### config.mk
export PLATFORM = sky130hd
export DESIGN_NAME = ni_flit_receiver
export DESIGN_NICKNAME = d
export VERILOG_FILES = /design/src/rtl/ni_pkg.sv /design/src/rtl/ni_wr_stage.sv /design/src/rtl/ni_flit_receiver.sv
export SDC_FILE = /design/constraint.sdc
export NUM_CORES = 1
export LEC_CHECK = 0
export BUFFER_PORTS_ARGS = -buffer_cell sky130_fd_sc_hd__clkbuf_2
export CORE_UTILIZATION = 35
export DETAILED_ROUTE_END_ITERATION = 7
export PLACE_DENSITY = 0.61
export SKIP_LAST_GASP = 1
export SLEW_MARGIN = 30
export SYNTH_ARGS = -nofsm -noshare
export SYNTH_HDL_FRONTEND = slang
export SYNTH_SLANG_ARGS = --single-unit
### constraint.sdc
create_clock -name clk -period 2.9 [get_ports clk]
set_clock_uncertainty 0.2 [all_clocks]
set_input_delay 0.435 -clock clk [delete_from_list [all_inputs] [get_ports clk]]
set_output_delay 0.435 -clock clk [all_outputs]
set_load 0.02 [all_outputs]
### src/rtl/ni_pkg.sv
// rtl/ni_pkg.sv - flit format, error codes and receiver state shared by the NI blocks
package ni_pkg;

    typedef enum logic [1:0] {
        FLIT_HEADER = 2'b00,
        FLIT_BODY   = 2'b01,
        FLIT_TAIL   = 2'b10,
        FLIT_RSVD   = 2'b11
    } flit_type_t;

    localparam int TYPE_HI = 47;
    localparam int TYPE_LO = 46;
    localparam int SRC_HI  = 45;
    localparam int SRC_LO  = 38;
    localparam int DEST_HI = 37;
    localparam int DEST_LO = 30;
    localparam int LEN_HI  = 29;
    localparam int LEN_LO  = 22;
    localparam int DATA_HI = 15;
    localparam int DATA_LO = 0;
    localparam int DATA_W  = DATA_HI - DATA_LO + 1;

    localparam logic [1:0] ERR_NONE  = 2'b00;
    localparam logic [1:0] ERR_ADDR  = 2'b01;
    localparam logic [1:0] ERR_LEN   = 2'b10;
    localparam logic [1:0] ERR_PROTO = 2'b11;

    typedef enum logic [1:0] {
        ST_IDLE = 2'b00,
        ST_RECV = 2'b01,
        ST_DROP = 2'b10
    } rx_state_t;

    function automatic logic len_in_range(input logic [7:0] len, input int max_len);
        return (len != 8'd0) && (int'({1'b0, len}) <= max_len);
    endfunction

endpackage

### src/rtl/ni_wr_stage.sv
// rtl/ni_wr_stage.sv - single-entry SRAM write register, held until sram_ready, flushable
module ni_wr_stage
    import ni_pkg::*;
#(
    parameter int ADDR_W = 10
) (
    input  logic              clk,
    input  logic              reset,
    input  logic              load,
    input  logic [ADDR_W-1:0] load_addr,
    input  logic [DATA_W-1:0] load_data,
    input  logic              flush,
    input  logic              sram_ready,
    output logic              out_valid,
    output logic [ADDR_W-1:0] out_addr,
    output logic [DATA_W-1:0] out_data
);

    // A load only arrives when the entry is empty or draining this cycle.
    always_ff @(posedge clk) begin
        if (reset) begin
            out_valid <= 1'b0;
            out_addr  <= '0;
            out_data  <= '0;
        end else if (flush) begin
            out_valid <= 1'b0;
        end else if (load) begin
            out_valid <= 1'b1;
            out_addr  <= load_addr;
            out_data  <= load_data;
        end else if (sram_ready) begin
            out_valid <= 1'b0;
        end
    end

endmodule

### src/rtl/ni_flit_receiver.sv
// rtl/ni_flit_receiver.sv - receive-side NI: checks packets, writes payload into an SRAM ring
module ni_flit_receiver
    import ni_pkg::*;
#(
    parameter int ADDR_W  = 10,
    parameter int MAX_LEN = 255
) (
    input  logic              clk,
    input  logic              reset,
    input  logic [47:0]       flit_in,
    input  logic              flit_valid,
    output logic              flit_ready,
    input  logic [7:0]        local_addr,
    output logic              sram_wr_en,
    output logic [ADDR_W-1:0] sram_wr_addr,
    output logic [15:0]       sram_wr_data,
    input  logic              sram_ready,
    output logic              pkt_done,
    output logic [7:0]        pkt_src,
    output logic [7:0]        pkt_len,
    output logic              pkt_error,
    output logic [1:0]        err_code
);

    rx_state_t         state_q, state_d;
    logic [ADDR_W-1:0] wr_ptr_q, wr_ptr_d;
    logic [ADDR_W-1:0] pkt_start_q, pkt_start_d;
    logic [7:0]        len_q, len_d;
    logic [7:0]        cnt_q, cnt_d;

    flit_type_t        ftype;
    logic [7:0]        hdr_src, hdr_dest, hdr_len;
    logic [1:0]        hdr_err;
    logic              accept, last_word, take_hdr;
    logic              wr_load, wr_flush, done_d, err_d;
    logic [1:0]        code_d;
    logic              out_valid;
    logic              unused_bits;

    assign ftype       = flit_type_t'(flit_in[TYPE_HI:TYPE_LO]);
    assign hdr_src     = flit_in[SRC_HI:SRC_LO];
    assign hdr_dest    = flit_in[DEST_HI:DEST_LO];
    assign hdr_len     = flit_in[LEN_HI:LEN_LO];
    assign unused_bits = ^flit_in[LEN_LO-1:DATA_HI+1];

    assign hdr_err = (hdr_dest != local_addr)          ? ERR_ADDR :
                     !len_in_range(hdr_len, MAX_LEN)   ? ERR_LEN  : ERR_NONE;

    // Ready depends only on registered state and sram_ready, never on flit_valid.
    assign flit_ready = !reset && ((state_q == ST_DROP) || !(out_valid && !sram_ready));
    assign accept     = flit_valid && flit_ready;
    assign last_word  = (({1'b0, cnt_q} + 9'd1) == {1'b0, len_q});

    always_comb begin
        state_d     = state_q;
        wr_ptr_d    = wr_ptr_q;
        pkt_start_d = pkt_start_q;
        len_d       = len_q;
        cnt_d       = cnt_q;
        wr_load     = 1'b0;
        wr_flush    = 1'b0;
        done_d      = 1'b0;
        err_d       = 1'b0;
        code_d      = ERR_NONE;
        take_hdr    = 1'b0;

        if (accept) begin
            unique case (state_q)
                ST_RECV: begin
                    unique case (ftype)
                        FLIT_BODY, FLIT_TAIL: begin
                            if (last_word == (ftype == FLIT_TAIL)) begin
                                wr_load  = 1'b1;
                                wr_ptr_d = wr_ptr_q + ADDR_W'(1);
                                cnt_d    = cnt_q + 8'd1;
                                if (ftype == FLIT_TAIL) begin
                                    done_d  = 1'b1;
                                    state_d = ST_IDLE;
                                end
                            end else begin
                                err_d    = 1'b1;
                                code_d   = ERR_LEN;
                                wr_ptr_d = pkt_start_q;
                                wr_flush = 1'b1;
                                state_d  = (ftype == FLIT_TAIL) ? ST_IDLE : ST_DROP;
                            end
                        end
                        default: begin
                            err_d    = 1'b1;
                            code_d   = ERR_PROTO;
                            wr_ptr_d = pkt_start_q;
                            wr_flush = 1'b1;
                            state_d  = ST_DROP;
                            take_hdr = (ftype == FLIT_HEADER);
                        end
                    endcase
                end
                ST_DROP: begin
                    if (ftype == FLIT_HEADER) begin
                        take_hdr = 1'b1;
                    end else if (ftype == FLIT_TAIL) begin
                        state_d = ST_IDLE;
                    end
                end
                default: begin
                    if (ftype == FLIT_HEADER) begin
                        take_hdr = 1'b1;
                    end else begin
                        err_d  = 1'b1;
                        code_d = ERR_PROTO;
                    end
                end
            endcase
        end

        // The new packet starts at the (possibly rewound) pointer; an earlier protocol error wins the code.
        if (take_hdr) begin
            if (hdr_err == ERR_NONE) begin
                state_d     = ST_RECV;
                len_d       = hdr_len;
                cnt_d       = 8'd0;
                pkt_start_d = wr_ptr_d;
            end else begin
                state_d = ST_DROP;
                if (!err_d) begin
                    err_d  = 1'b1;
                    code_d = hdr_err;
                end
            end
        end
    end

    always_ff @(posedge clk) begin
        if (reset) begin
            state_q     <= ST_IDLE;
            wr_ptr_q    <= '0;
            pkt_start_q <= '0;
            len_q       <= 8'd0;
            cnt_q       <= 8'd0;
            pkt_done    <= 1'b0;
            pkt_len     <= 8'd0;
            pkt_src     <= 8'd0;
            pkt_error   <= 1'b0;
            err_code    <= ERR_NONE;
        end else begin
            state_q     <= state_d;
            wr_ptr_q    <= wr_ptr_d;
            pkt_start_q <= pkt_start_d;
            len_q       <= len_d;
            cnt_q       <= cnt_d;
            pkt_done    <= done_d;
            pkt_error   <= err_d;
            err_code    <= code_d;
            if (done_d) begin
                pkt_len <= len_q;
            end
            if (accept && (ftype == FLIT_HEADER)) begin
                pkt_src <= hdr_src;
            end
        end
    end

    ni_wr_stage #(
        .ADDR_W(ADDR_W)
    ) u_wr_stage (
        .clk        (clk),
        .reset      (reset),
        .load       (wr_load),
        .load_addr  (wr_ptr_q),
        .load_data  (flit_in[DATA_HI:DATA_LO]),
        .flush      (wr_flush),
        .sram_ready (sram_ready),
        .out_valid  (out_valid),
        .out_addr   (sram_wr_addr),
        .out_data   (sram_wr_data)
    );

    assign sram_wr_en = out_valid;

endmodule

==> results_dict.tcl <==
set metrics [dict create \
    slew_viol_final 0 \
    clock_latency_ps 360 \
    ff2ff_setup_slack_ps 80 \
    p_leak_nw 1.93 \
    grt_pass1_vias 3389 \
    cts_tree "done" \
    core_mm2 0.0105 \
    hold_start "flit_in[6]" \
    synth_seq_area_share 0.443 \
    worstHoldPathCells 3 \
    wl_per_cell_um 12.9 \
    synth-compound-area-share 0.153 \
    muxShareOfSynthArea 0.0313 \
    die_w_um 107 \
    synth_top_cell_by_area "dfxtp_1" \
    arrival_ps 2850 \
    nets 643 \
    synth_flop_cell "dfxtp_1" \
    clk_pin_slew_worst_paths_ps 90 \
    overflow 0 \
    critPathLaunchType "register" \
    rsz0062_at_grt "yes" \
    synthXorXnorAreaFrac 0.0615 \
    clk_path_buf_depth 2 \
    die_h_um 107 \
    synth.net_count 534 \
    peakVddDrop_uv 242 \
    ys_ff_latch 85 \
    hold_path_end "u_wr_stage.out_data[6]$_SDFFE_PP0P_" \
    cp.required_ps 2930 \
    clockRootBuffer "clkbuf_8" \
    grt_max_degree 69 \
    ys_async_sr_fraction 0 \
    p_total_mw 2.21 \
    hold_violations 0 \
    synth.avg_cell_area_um2 8.25 \
    synth_top_area_frac 0.443 \
    syn_to_final_growth_pct 28.9 \
    vias 3530 \
    holdCritPathClass "input port to register" \
    wl_um 9230 \
    synth_cells 466 \
    grt_pass1_wl_um 15300 \
    cts_htree_levels 3 \
    fin_crit_ps 2820 \
    antenna_found_initial 0 \
    numCtsBuffers 9 \
    drt-pass1-iter-count 4 \
    r2r_start "cnt_q[0]$_SDFF_PP0_" \
    viasPerCell 4.93 \
    initial_core_util 0.367 \
    ant_nets 0 \
    slew_headroom 0.311 \
    port_buffers 101 \
    post-route-util 0.474 \
    powerDensity_mw_per_mm2 446 \
    io_pins 108 \
    rows 37 \
    critPathKind "register to register" \
    die_area_mm2 0.0114 \
    status "finished, final reports clean" \
    synth_area_mm2 0.00384 \
    path_max_fanout 8 \
    grt_util_all_layers 0.165 \
    worst_setup_path_end_kind "register" \
    hpwlAfterDp_um 6610 \
    ys_warn_count 0 \
    synth_fa_ha_area_frac 0.0261 \
    diodes 0 \
    layout_commonest_cell "clkbuf_2" \
    fillCellCount 1035 \
    yosys.area_share.simple 0.240 \
    max_freq_mhz 355 \
    post-route-period-util 0.972 \
    drtIter0Drc 194 \
    setup_viol 0 \
    r2r_cells 13 \
    worst_pin_slew_ps 1030 \
    synth_cell_types 50 \
    yosys-top-cells-area "dfxtp_1 (44%), nand2_1 (9.7%), a21oi_1 (7.2%)" \
    gp_congestion 0.828 \
    drive_above_1_share 0.316 \
    synth_edf_count 0 \
    r2r_end "pkt_start_q[5]$_SDFFE_PP0P_" \
    final_cell_mix "clkbuf_2 (101), nand2_1 (99), dfxtp_1 (81)" \
    synth_top_family_by_area "simple AND/OR/NAND/NOR gates" \
    drv_cap 0 \
    clock_sinks 85 \
    detail_route.drc_violations 0 \
]
[critical path, stage by stage, from the launching register on]
cell and delay (ps):
dfxtp_4 370, ha_4 180, xor2_2 140, nand2b_1 160, o22ai_2 130, nand4_1 140, a211oi_2 180, ha_1 300
nand2b_4 170, buf_4 170, a311oi_2 260, a211oi_2 70, mux2i_1 180, nor2_1 50
[state kept, by name, indices dropped and copies added, names as in the netlist]
name / count
u_wr_stage.out_data: 16
pkt_start_q: 10
u_wr_stage.out_addr: 10
wr_ptr_q: 10
cnt_q: 8
len_q: 8
pkt_len: 8
pkt_src: 8
err_code: 2
state_q: 2
pkt_done: 1
pkt_error: 1
u_wr_stage.out_valid: 1
[cell usage after synthesis (2+ instances only)]
library cell,count
a31oi_1,2
clkbuf_1,18
nand4_1,7
and2_1,3
xor2_1,13
buf_2,8
nand3b_1,3
a21oi_1,55
nand2_1,99
inv_1,9
xnor2_1,14
and3_1,3
nor3_1,6
o211ai_1,2
nor2b_1,3
buf_6,2
dfxtp_1,85
a311oi_1,4
o22ai_1,4
a211oi_1,5
or4_4,2
o22a_1,5
nand3_1,16
nor2_1,29
o21ai_0,11
nand2b_1,7
o2bb2ai_1,2
ha_1,8
nor2_4,2
nor4_1,2
mux2i_1,12
nor2_2,7
[cells by family after synthesis]
| logic type | Yosys count |
|---|---|
| AO/OA/AOI/OAI | 99 |
| XOR/XNOR | 27 |
| adder cells (fa/ha/maj) | 8 |
| buffers and inverters | 39 |
| flip-flops | 85 |
| multiplexers | 12 |
| AND/OR/NAND/NOR | 196 |
[report_power, final]
part / internal (mW) / switching, mW / total, mW
Combinational: 0.0748 / 0.0927 / 0.168
Clock: 0.427 / 0.442 / 0.870
Sequential: 1.17 / 0.00229 / 1.17
[final cells by class]
type,instances,area [um2],share of cell area
inverters,11,41.3,0.00833
well taps,136,170,0.0343
flip-flops and latches,85,1710,0.345
clock buffers,10,138,0.0278
repair buffers,126,713,0.144
clock inverters,6,70.1,0.0141
multi-input cells,342,2110,0.427
[layer usage]
metal / vias to the layer above / track usage / part of all wire
met2: 95 / 0.297 / 0.48
met3: 14 / 0.0340 / 0.054
met1: 1615 / 0.191 / 0.45
met5: - / 0 / 0
li1: 1806 / - / -
met4: 0 / 0.0607 / 0.015
[timing repair]
item / CTS / global route
gates resized for setup: 7 / 26
setup buffers: 0 / 2
hold buffers: 0 / 0
endpoints found under the setup margin: 39 / 57
pin swaps: 2 / 3
[worst max-delay path by stage]
stage,slack (ps),start,end,cells after the start
finish,80,cnt_q[0]$_SDFF_PP0_,pkt_start_q[5]$_SDFFE_PP0P_,13
floorplan,80,cnt_q[0]$_SDFF_PP0_,cnt_q[6]$_SDFF_PP0_,13
global placement,-70,cnt_q[0]$_SDFF_PP0_,pkt_start_q[5]$_SDFFE_PP0P_,13
CTS,3,cnt_q[0]$_SDFF_PP0_,pkt_start_q[7]$_SDFFE_PP0P_,13
detailed placement,-110,cnt_q[0]$_SDFF_PP0_,pkt_start_q[5]$_SDFFE_PP0P_,13
global route,-60,cnt_q[0]$_SDFF_PP0_,pkt_start_q[0]$_SDFFE_PP0P_,13
[through the flow]
stage	setup WS, ps	TNS [ps]	hold slack (ps)	area, um2	std cells
2_1_floorplan	83.9	0	239	3840	466
3_3_place_gp	-73.3	-261	241	4580	698
3_5_place_dp	-109	-1040	246	4580	698
5_1_grt	-57.0	-534	74.9	4950	716
6_report	79.8	0	78.3	4950	716
4_1_cts	2.50	0	68.3	4820	714
Note: power is estimated with default switching activity, not from simulation.
